$ cat config.mk
export PLATFORM = sky130hd
export DESIGN_NAME = combat_resolver_flat
export DESIGN_NICKNAME = d
export VERILOG_FILES = /design/src/rtl/combat_resolver_if.sv /design/src/rtl/combat_resolver.sv /design/src/flat_wrapper.sv
export SDC_FILE = /design/constraint.sdc
export NUM_CORES = 1
export LEC_CHECK = 0
export ABC_CLOCK_PERIOD_IN_PS = 7600
export CAP_MARGIN = 40
export CORE_AREA = 2 2 86 88
export DETAILED_ROUTE_END_ITERATION = 10
export DIE_AREA = 0 0 88 90
export GPL_ROUTABILITY_DRIVEN = 1
export PLACE_DENSITY = 0.61
export SLEW_MARGIN = 25
export SYNTH_ARGS = -nofsm -noshare
export SYNTH_HDL_FRONTEND = slang
export SYNTH_SLANG_ARGS = --single-unit
$ cat constraint.sdc
create_clock -name clk -period 7.6 [get_ports clk]
set_clock_uncertainty 0.2 [all_clocks]
set_input_delay 1.9 -clock clk [delete_from_list [all_inputs] [get_ports clk]]
set_output_delay 1.9 -clock clk [all_outputs]
set_load 0.005 [all_outputs]
$ cat src/rtl/combat_resolver_if.sv
// Signal bundle between the player FSMs/HUD side and the combat resolver.
// The master side drives positions and states; the resolver (slave) returns health, stun and match result.
interface combat_resolver_if;
    logic [9:0] p1_x;
    logic [9:0] p2_x;
    logic [3:0] p1_state;
    logic [3:0] p2_state;
    logic       p1_dir_attacking;
    logic       p2_dir_attacking;
    logic [1:0] p1_health;
    logic [1:0] p2_health;
    logic       p1_hitstun;
    logic       p2_hitstun;
    logic       p1_blockstun;
    logic       p2_blockstun;
    logic       game_over;
    logic [1:0] winner;

    modport master (
        output p1_x, p2_x, p1_state, p2_state, p1_dir_attacking, p2_dir_attacking,
        input  p1_health, p2_health, p1_hitstun, p2_hitstun,
        input  p1_blockstun, p2_blockstun, game_over, winner
    );

    modport slave (
        input  p1_x, p2_x, p1_state, p2_state, p1_dir_attacking, p2_dir_attacking,
        output p1_health, p2_health, p1_hitstun, p2_hitstun,
        output p1_blockstun, p2_blockstun, game_over, winner
    );
endinterface

$ cat src/rtl/combat_resolver.sv
// Per-frame hit/block resolution, damage, stun counters and match-winner FSM for a two-player fighter.
// Index 0 is P1 (left), index 1 is P2 (right); every attacker i targets defender 1-i.
module combat_resolver #(
    parameter int SPRITE_W      = 64,
    parameter int REACH_NEUTRAL = 24,
    parameter int REACH_DIR     = 32,
    parameter int HITSTUN_FR    = 16,
    parameter int BLOCKSTUN_FR  = 10,
    parameter int MAX_HEALTH    = 3
) (
    input  logic               clk,
    input  logic               reset,
    combat_resolver_if.slave   bus
);

    localparam int STUN_MAX = (HITSTUN_FR > BLOCKSTUN_FR) ? HITSTUN_FR : BLOCKSTUN_FR;
    localparam int CNT_W    = $clog2(STUN_MAX + 1);

    localparam logic [CNT_W-1:0] HIT_LOAD   = CNT_W'(HITSTUN_FR);
    localparam logic [CNT_W-1:0] BLOCK_LOAD = CNT_W'(BLOCKSTUN_FR);
    localparam logic [CNT_W-1:0] CNT_ONE    = CNT_W'(1);
    localparam logic [10:0]      REACH_N    = 11'(REACH_NEUTRAL);
    localparam logic [10:0]      REACH_D    = 11'(REACH_DIR);
    localparam logic [1:0]       HEALTH_INIT = 2'(MAX_HEALTH);

    localparam logic [3:0] ST_MOVE_BWD   = 4'd2;
    localparam logic [3:0] ST_ATTACK_ACT = 4'd6;

    typedef enum logic {
        S_FIGHT,
        S_GAME_OVER
    } state_e;

    state_e           state_q, state_d;
    logic [1:0]       winner_q, winner_d;
    logic [1:0]       health_q [2];
    logic [1:0]       health_d [2];
    logic [CNT_W-1:0] hit_q    [2];
    logic [CNT_W-1:0] hit_d    [2];
    logic [CNT_W-1:0] blk_q    [2];
    logic [CNT_W-1:0] blk_d    [2];
    logic             latch_q  [2];
    logic             latch_d  [2];

    logic [3:0]  pstate [2];
    logic        pdir   [2];
    logic [10:0] reach  [2];
    logic        connect [2];
    logic        blocking [2];
    logic [10:0] p1_right;
    logic [10:0] p2_left;
    logic [10:0] gap;

    assign pstate[0] = bus.p1_state;
    assign pstate[1] = bus.p2_state;
    assign pdir[0]   = bus.p1_dir_attacking;
    assign pdir[1]   = bus.p2_dir_attacking;

    // Distance between P1's right edge and P2's left edge; overlap clamps to zero.
    assign p1_right = {1'b0, bus.p1_x} + 11'(SPRITE_W);
    assign p2_left  = {1'b0, bus.p2_x};
    assign gap      = (p2_left < p1_right) ? 11'd0 : (p2_left - p1_right);

    always_comb begin
        for (int i = 0; i < 2; i++) begin
            reach[i]   = pdir[i] ? REACH_D : REACH_N;
            connect[i] = (state_q == S_FIGHT) && (pstate[i] == ST_ATTACK_ACT) &&
                         (gap <= reach[i]) && !latch_q[i];
            // A stunned defender cannot block, even when holding back.
            blocking[i] = (pstate[1-i] == ST_MOVE_BWD) &&
                          (hit_q[1-i] == '0) && (blk_q[1-i] == '0);
        end
    end

    // NOTE: every variable assigned here gets a default first, so no path leaves it unassigned and no latch is inferred.
    always_comb begin
        state_d  = state_q;
        winner_d = winner_q;
        for (int i = 0; i < 2; i++) begin
            health_d[i] = health_q[i];
            hit_d[i]    = (hit_q[i] != '0) ? (hit_q[i] - CNT_ONE) : '0;
            blk_d[i]    = (blk_q[i] != '0) ? (blk_q[i] - CNT_ONE) : '0;
            latch_d[i]  = (pstate[i] == ST_ATTACK_ACT) ? (latch_q[i] | connect[i]) : 1'b0;
        end

        // Both attackers resolve independently, so a trade damages both players in one frame.
        for (int i = 0; i < 2; i++) begin
            if (connect[i]) begin
                if (blocking[i]) begin
                    blk_d[1-i] = BLOCK_LOAD;
                end else begin
                    health_d[1-i] = (health_q[1-i] != 2'd0) ? (health_q[1-i] - 2'd1) : 2'd0;
                    hit_d[1-i]    = HIT_LOAD;
                    blk_d[1-i]    = '0;
                end
            end
        end

        case (state_q)
            S_FIGHT: begin
                if (health_d[0] == 2'd0 || health_d[1] == 2'd0) begin
                    state_d = S_GAME_OVER;
                    if (health_d[0] == 2'd0 && health_d[1] == 2'd0) winner_d = 2'd3;
                    else if (health_d[1] == 2'd0)                   winner_d = 2'd1;
                    else                                            winner_d = 2'd2;
                end
            end
            S_GAME_OVER: state_d = S_GAME_OVER;
            default:     state_d = S_FIGHT;
        endcase

        // Once the match is decided nobody stays stunned.
        if (state_d == S_GAME_OVER) begin
            for (int i = 0; i < 2; i++) begin
                hit_d[i] = '0;
                blk_d[i] = '0;
            end
        end
    end

    // NOTE: sequential state uses non-blocking assignments so every register samples the pre-edge values.
    always_ff @(posedge clk or posedge reset) begin
        if (reset) begin
            state_q  <= S_FIGHT;
            winner_q <= 2'd0;
            for (int i = 0; i < 2; i++) begin
                health_q[i] <= HEALTH_INIT;
                hit_q[i]    <= '0;
                blk_q[i]    <= '0;
                latch_q[i]  <= 1'b0;
            end
        end else begin
            state_q  <= state_d;
            winner_q <= winner_d;
            for (int i = 0; i < 2; i++) begin
                health_q[i] <= health_d[i];
                hit_q[i]    <= hit_d[i];
                blk_q[i]    <= blk_d[i];
                latch_q[i]  <= latch_d[i];
            end
        end
    end

    assign bus.p1_health    = health_q[0];
    assign bus.p2_health    = health_q[1];
    assign bus.p1_hitstun   = (hit_q[0] != '0);
    assign bus.p2_hitstun   = (hit_q[1] != '0);
    assign bus.p1_blockstun = (blk_q[0] != '0);
    assign bus.p2_blockstun = (blk_q[1] != '0);
    assign bus.game_over    = (state_q == S_GAME_OVER);
    assign bus.winner       = winner_q;

endmodule

$ cat src/flat_wrapper.sv
// flat-port wrapper written by rule: the top's interface ports become plain ports
module combat_resolver_flat 
#(
    parameter int SPRITE_W      = 64,
    parameter int REACH_NEUTRAL = 24,
    parameter int REACH_DIR     = 32,
    parameter int HITSTUN_FR    = 16,
    parameter int BLOCKSTUN_FR  = 10,
    parameter int MAX_HEALTH    = 3
)
  (clk, reset, bus_p1_x, bus_p2_x, bus_p1_state, bus_p2_state, bus_p1_dir_attacking, bus_p2_dir_attacking, bus_p1_health, bus_p2_health, bus_p1_hitstun, bus_p2_hitstun, bus_p1_blockstun, bus_p2_blockstun, bus_game_over, bus_winner);
  combat_resolver_if bus_i ();
  input  logic clk;
  input  logic reset;
  input wire logic [$bits(bus_i.p1_x)-1:0] bus_p1_x;
  input wire logic [$bits(bus_i.p2_x)-1:0] bus_p2_x;
  input wire logic [$bits(bus_i.p1_state)-1:0] bus_p1_state;
  input wire logic [$bits(bus_i.p2_state)-1:0] bus_p2_state;
  input wire logic [$bits(bus_i.p1_dir_attacking)-1:0] bus_p1_dir_attacking;
  input wire logic [$bits(bus_i.p2_dir_attacking)-1:0] bus_p2_dir_attacking;
  output wire logic [$bits(bus_i.p1_health)-1:0] bus_p1_health;
  output wire logic [$bits(bus_i.p2_health)-1:0] bus_p2_health;
  output wire logic [$bits(bus_i.p1_hitstun)-1:0] bus_p1_hitstun;
  output wire logic [$bits(bus_i.p2_hitstun)-1:0] bus_p2_hitstun;
  output wire logic [$bits(bus_i.p1_blockstun)-1:0] bus_p1_blockstun;
  output wire logic [$bits(bus_i.p2_blockstun)-1:0] bus_p2_blockstun;
  output wire logic [$bits(bus_i.game_over)-1:0] bus_game_over;
  output wire logic [$bits(bus_i.winner)-1:0] bus_winner;
  assign bus_i.p1_x = bus_p1_x;
  assign bus_i.p2_x = bus_p2_x;
  assign bus_i.p1_state = bus_p1_state;
  assign bus_i.p2_state = bus_p2_state;
  assign bus_i.p1_dir_attacking = bus_p1_dir_attacking;
  assign bus_i.p2_dir_attacking = bus_p2_dir_attacking;
  assign bus_p1_health = bus_i.p1_health;
  assign bus_p2_health = bus_i.p2_health;
  assign bus_p1_hitstun = bus_i.p1_hitstun;
  assign bus_p2_hitstun = bus_i.p2_hitstun;
  assign bus_p1_blockstun = bus_i.p1_blockstun;
  assign bus_p2_blockstun = bus_i.p2_blockstun;
  assign bus_game_over = bus_i.game_over;
  assign bus_winner = bus_i.winner;
  combat_resolver #(.SPRITE_W(SPRITE_W), .REACH_NEUTRAL(REACH_NEUTRAL), .REACH_DIR(REACH_DIR), .HITSTUN_FR(HITSTUN_FR), .BLOCKSTUN_FR(BLOCKSTUN_FR), .MAX_HEALTH(MAX_HEALTH)) u_core (.clk(clk), .reset(reset), .bus(bus_i));
endmodule
---- Yosys cells after proc, flatten, opt, wreduce, memory -nomap -nowiden ----
Index checks and enable logic that the tools add are counted.
word-level totals
  register bits ........................... 29
  bits of input ports ..................... 32
  word-level logic and storage cells ...... 84
operators by class
  add/sub/neg operators ................... 8
  $lt $le $gt $ge ......................... 3
  equal/unequal tests ..................... 4
  multiplexer cells ....................... 29
  bitwise operators ....................... 3
  reduce and logical (&&, ||, !) cells .... 27
operators with widths
  cell                                               count
  2-to-1 mux 5 bit                                   10
  <= comparator 11 bit                               2
  logical NOT 5 bit                                  4
  2-to-1 mux 10 bit                                  2
  nonzero test 5 bit                                 4
  subtractor 5 x 1 -> 5 bit (second input constant)  4
  2-to-1 mux 2 bit                                   8
  2-to-1 mux 6 bit                                   2
  adder 10 x 7 -> 11 bit (second input constant)     1
  logical AND 1 bit                                  11
  < comparator 10 x 11 -> 1 bit                      1
  2-to-1 mux 11 bit                                  1
  subtractor 10 x 11 -> 11 bit                       1
  == test 4 x 2 -> 1 bit (second input constant)     2
  == test 4 x 3 -> 1 bit (second input constant)     2
  2-to-1 mux 4 bit                                   2
  logical NOT 2 bit                                  2
  nonzero test 2 bit                                 2
  subtractor 2 x 1 -> 2 bit (second input constant)  2
  2-to-1 mux 1 bit                                   3
  logical NOT 1 bit                                  2
  OR 1 bit                                           2
  one-hot mux 1 bit (2 select lines)                 1
  AND reduction 2 bit                                1
  other kinds (2)                                    2

---- Depth between registers and ports, before layout ----
  word-level depth ........................ 12
  depth in mapped cells ................... 18

---- Worst setup path before layout ----
No wires, ideal clock.
  path kind ............................... input port to flip-flop
  start point ............................. input bus_p1_x[6]
  end point ............................... register u_core.blk_q[4] (netlist bit)
  library setup time ...................... 0.130 ns
  arrival time ............................ 5.193 ns
  path slack .............................. 2.077 ns
  stages .................................. 17
  cells stage by stage .................... ha_1 xnor2_1 ha_1 a21o_2 a311o_1 o211ai_2 o21ai_4 and2_1 ha_1 a21o_1 a21oi_1 nor2_1 a211oi_1 o211ai_4 o31ai_4 buf_6 nor3_1
RTL lines
  what                            RTL line                source
  start: declaration              flat_wrapper.sv:15      input wire logic [$bits(bus_i.p1_x)-1:0] bus_p1_x;
  end signal: indexed assignment  combat_resolver.sv:138  blk_q[i] <= blk_d[i];
  end: declaration                combat_resolver.sv:40   logic [CNT_W-1:0] blk_q [2];

==> flow_metrics.tcl <==
set metrics [dict create \
    synthCells 260 \
    die_area_um2 7920 \
    drv_cap 0 \
    r2r-start "u_core.hit_q[5]" \
    ioPinCount 43 \
    setup.worst_path.start_class "input pin" \
    fmax_mhz 163 \
    criticalPathCategory "input pin to register" \
    cts_resized 0 \
    clkSinkCount 29 \
    ys_seq_area_frac 0.309 \
    clockBufferDepth 2 \
    fin_nets 360 \
    cpMaxStageDelayCell "o31ai_4" \
    final_max_slew_viol_count 0 \
    syn_nets 314 \
    drtAntennaViolNets 0 \
    cts_root_buf "clkbuf_8" \
    io_buffers 42 \
    fin_hold_ws_ps 265 \
    crit_end "u_core.blk_q[2]" \
    p_leak_nw 1.27 \
    grt_max_degree 30 \
    yosys-top-cells-count "inv_1 (27), nor3_1 (26), dfrtp_1 (25), nor2_1 (24), ha_1 (21)" \
    worst_path_most_repeated_cell "ha_1" \
    drt-total-wl_mm 4.90 \
    final_util 0.423 \
    numCtsBuffers 5 \
    post-synth-top-area-cell "dfrtp_1" \
    hold_buffers 0 \
    cp_num_buf_inv 1 \
    start_util 0.337 \
    final_area_um2 2970 \
    num_vias 1987 \
    die_y_um 90 \
    holdCritPathClass "register to register" \
    fin_tns_setup_ps 0 \
    grt_pass1_vias 1946 \
    die_x_um 88 \
    max-slew-margin-rel 0.524 \
    clk_pin_slew_ps 60 \
    ir_drop_v 0.0000775 \
    critPathTopFamily "compound AO/OA/AOI/OAI gates" \
    final_layout_size_suffix_gt1_frac 0.108 \
    critPathMaxStageDelay_ps 550 \
    overflow 0 \
    startpoint "bus_p1_x[6]" \
    clk_latency_ps 280 \
    worstMarginPinSlew_ps 709 \
    setup_viol 0 \
    dp_hpwl_mm 3.88 \
    core-area_um2 7020 \
    wl_per_cell_um 12.1 \
    grt.total_usage 0.129 \
    diodes 0 \
    ys_seq_elements 29 \
    reg2reg_depth 8 \
    synth_most_common_cell "inv_1" \
    crit_cells 17 \
    worstHoldPathCells 1 \
    drtIter0Drc 55 \
    r2r_slack_ps 4540 \
    synthesis.area_um2 2370 \
    period_minus_slack_ps 6120 \
    power_density_nw_per_um2 133 \
    endpoint_kind "register" \
    place.gp.congestion 0.775 \
    synthTopCellsByArea "dfrtp_1 (26%), ha_1 (11%), nor3_1 (5.5%)" \
    antenna_found_initial 0 \
    post-cts-setup-buffers 0 \
    dr.pass1.iters 4 \
    r2r-end "u_core.bus.game_over" \
    cts_tree "done" \
    place_area_um2 2880 \
    synthArstFlopShare 1.00 \
    arrival_ps 6050 \
    drc 0 \
    required_ps 7530 \
    timing.final.crit_share 0.806 \
    worst-path-max-fanout 14 \
    rows 31 \
    avgSynthCellArea_um2 9.10 \
    syn_to_final_growth_pct 25.4 \
    finalHoldViolCount 0 \
    htree_levels 2 \
    viasPerCell 4.91 \
    synth.distinct_cells 57 \
    synth-edff-count 0 \
    synth_flop_cell "dfrtp_1" \
    status "complete, no violations" \
    yosysWarnings 0 \
    grt_pass1_wl_mm 8.45 \
    rsz0062_at_grt "no" \
    worstPathCellList "clkdlybuf4s50_1 > ha_1 > xnor2_1 > ha_1 > a21o_2 > a311o_1 > o211ai_2 > o21ai_4 > and2_1 > ha_1 > a21o_1 > a21oi_1 > nor2_1 > a211oi_1 > o211ai_4 > o31ai_4 > nor3_1" \
    yosysTopAreaCellShare 0.264 \
]
## worst min-delay path by stage
stage / slack (ps) / to / from
after floorplan: 230 / u_core.blk_q[0] / u_core.blk_q[0]
after global placement: 260 / u_core.blk_q[5] / u_core.blk_q[5]
after detailed placement: 260 / u_core.hit_q[5] / u_core.hit_q[5]
after CTS: 270 / u_core.hit_q[5] / u_core.hit_q[5]
after global routing: 290 / u_core.blk_q[0] / u_core.blk_q[0]
final: 270 / u_core.blk_q[0] / u_core.blk_q[0]
## sequential cells by signal, summed over array words and instances, names as in the netlist
signal / cells
u_core.blk_q: 10
u_core.latch_q: 2
u_core.bus.p1_health: 2
u_core.hit_q: 10
u_core.bus.winner: 2
u_core.bus.game_over: 1
u_core.bus.p2_health: 2
## per-stage QoR
step	setup WS [ps]	power, W	std cells
6_report	1480	0.000394	405
5_1_grt	1210	0.000418	405
4_1_cts	1450	0.000400	405
3_5_place_dp	1170	0.000273	398
3_3_place_gp	1230	0.000272	397
2_1_floorplan	2080	0.000242	260
## metal layers
metal / share of wire / GRT usage
met5: 0 / 0
met4: 0.011 / 0.0346
met3: 0.038 / 0.0211
met2: 0.47 / 0.214
met1: 0.48 / 0.171
## cell type report
| type | count | area (um^2) |
|---|---|---|
| Fill cell | 713 | 4050 |
| Tap cell | 99 | 124 |
| Timing Repair Buffer | 43 | 425 |
| Inverter | 27 | 101 |
| Clock buffer | 7 | 86.3 |
| Sequential cell | 29 | 731 |
| Multi-Input combinational cell | 200 | 1500 |
## cells by family after synthesis
logic type | Yosys count | synth area share
xor+xnor | 16 | 0.0592
compound gates | 58 | 0.214
flops | 29 | 0.309
mux | 5 | 0.0212
fa+ha+maj | 22 | 0.120
simple gates | 99 | 0.221
buf+inv | 31 | 0.0571
## cells in the final DEF (no fill, tap or decap), types with 4 or more instances in the layout
cell and n:
inv_1 26, nand3_1 11, mux2i_1 5, ha_1 21, a21o_1 4, nor3_1 26
nand2b_1 5, o21ai_0 10, dfrtp_1 25, dfstp_2 4, xnor2_1 13, clkdlybuf4s50_1 42
nand2_1 13, clkbuf_8 6, nor2_1 24, a21oi_1 13
## power by group
group / internal (W) / leakage [nW] / total, W / switching (W)
registers: 0.000155 / 0.386 / 0.000156 / 0.000000396
clock network: 0.0000716 / 0.0443 / 0.000124 / 0.0000527
logic: 0.0000544 / 0.835 / 0.000114 / 0.0000597
total: 0.000281 / 1.27 / 0.000394 / 0.000113
(Power assumes the default switching activity.)
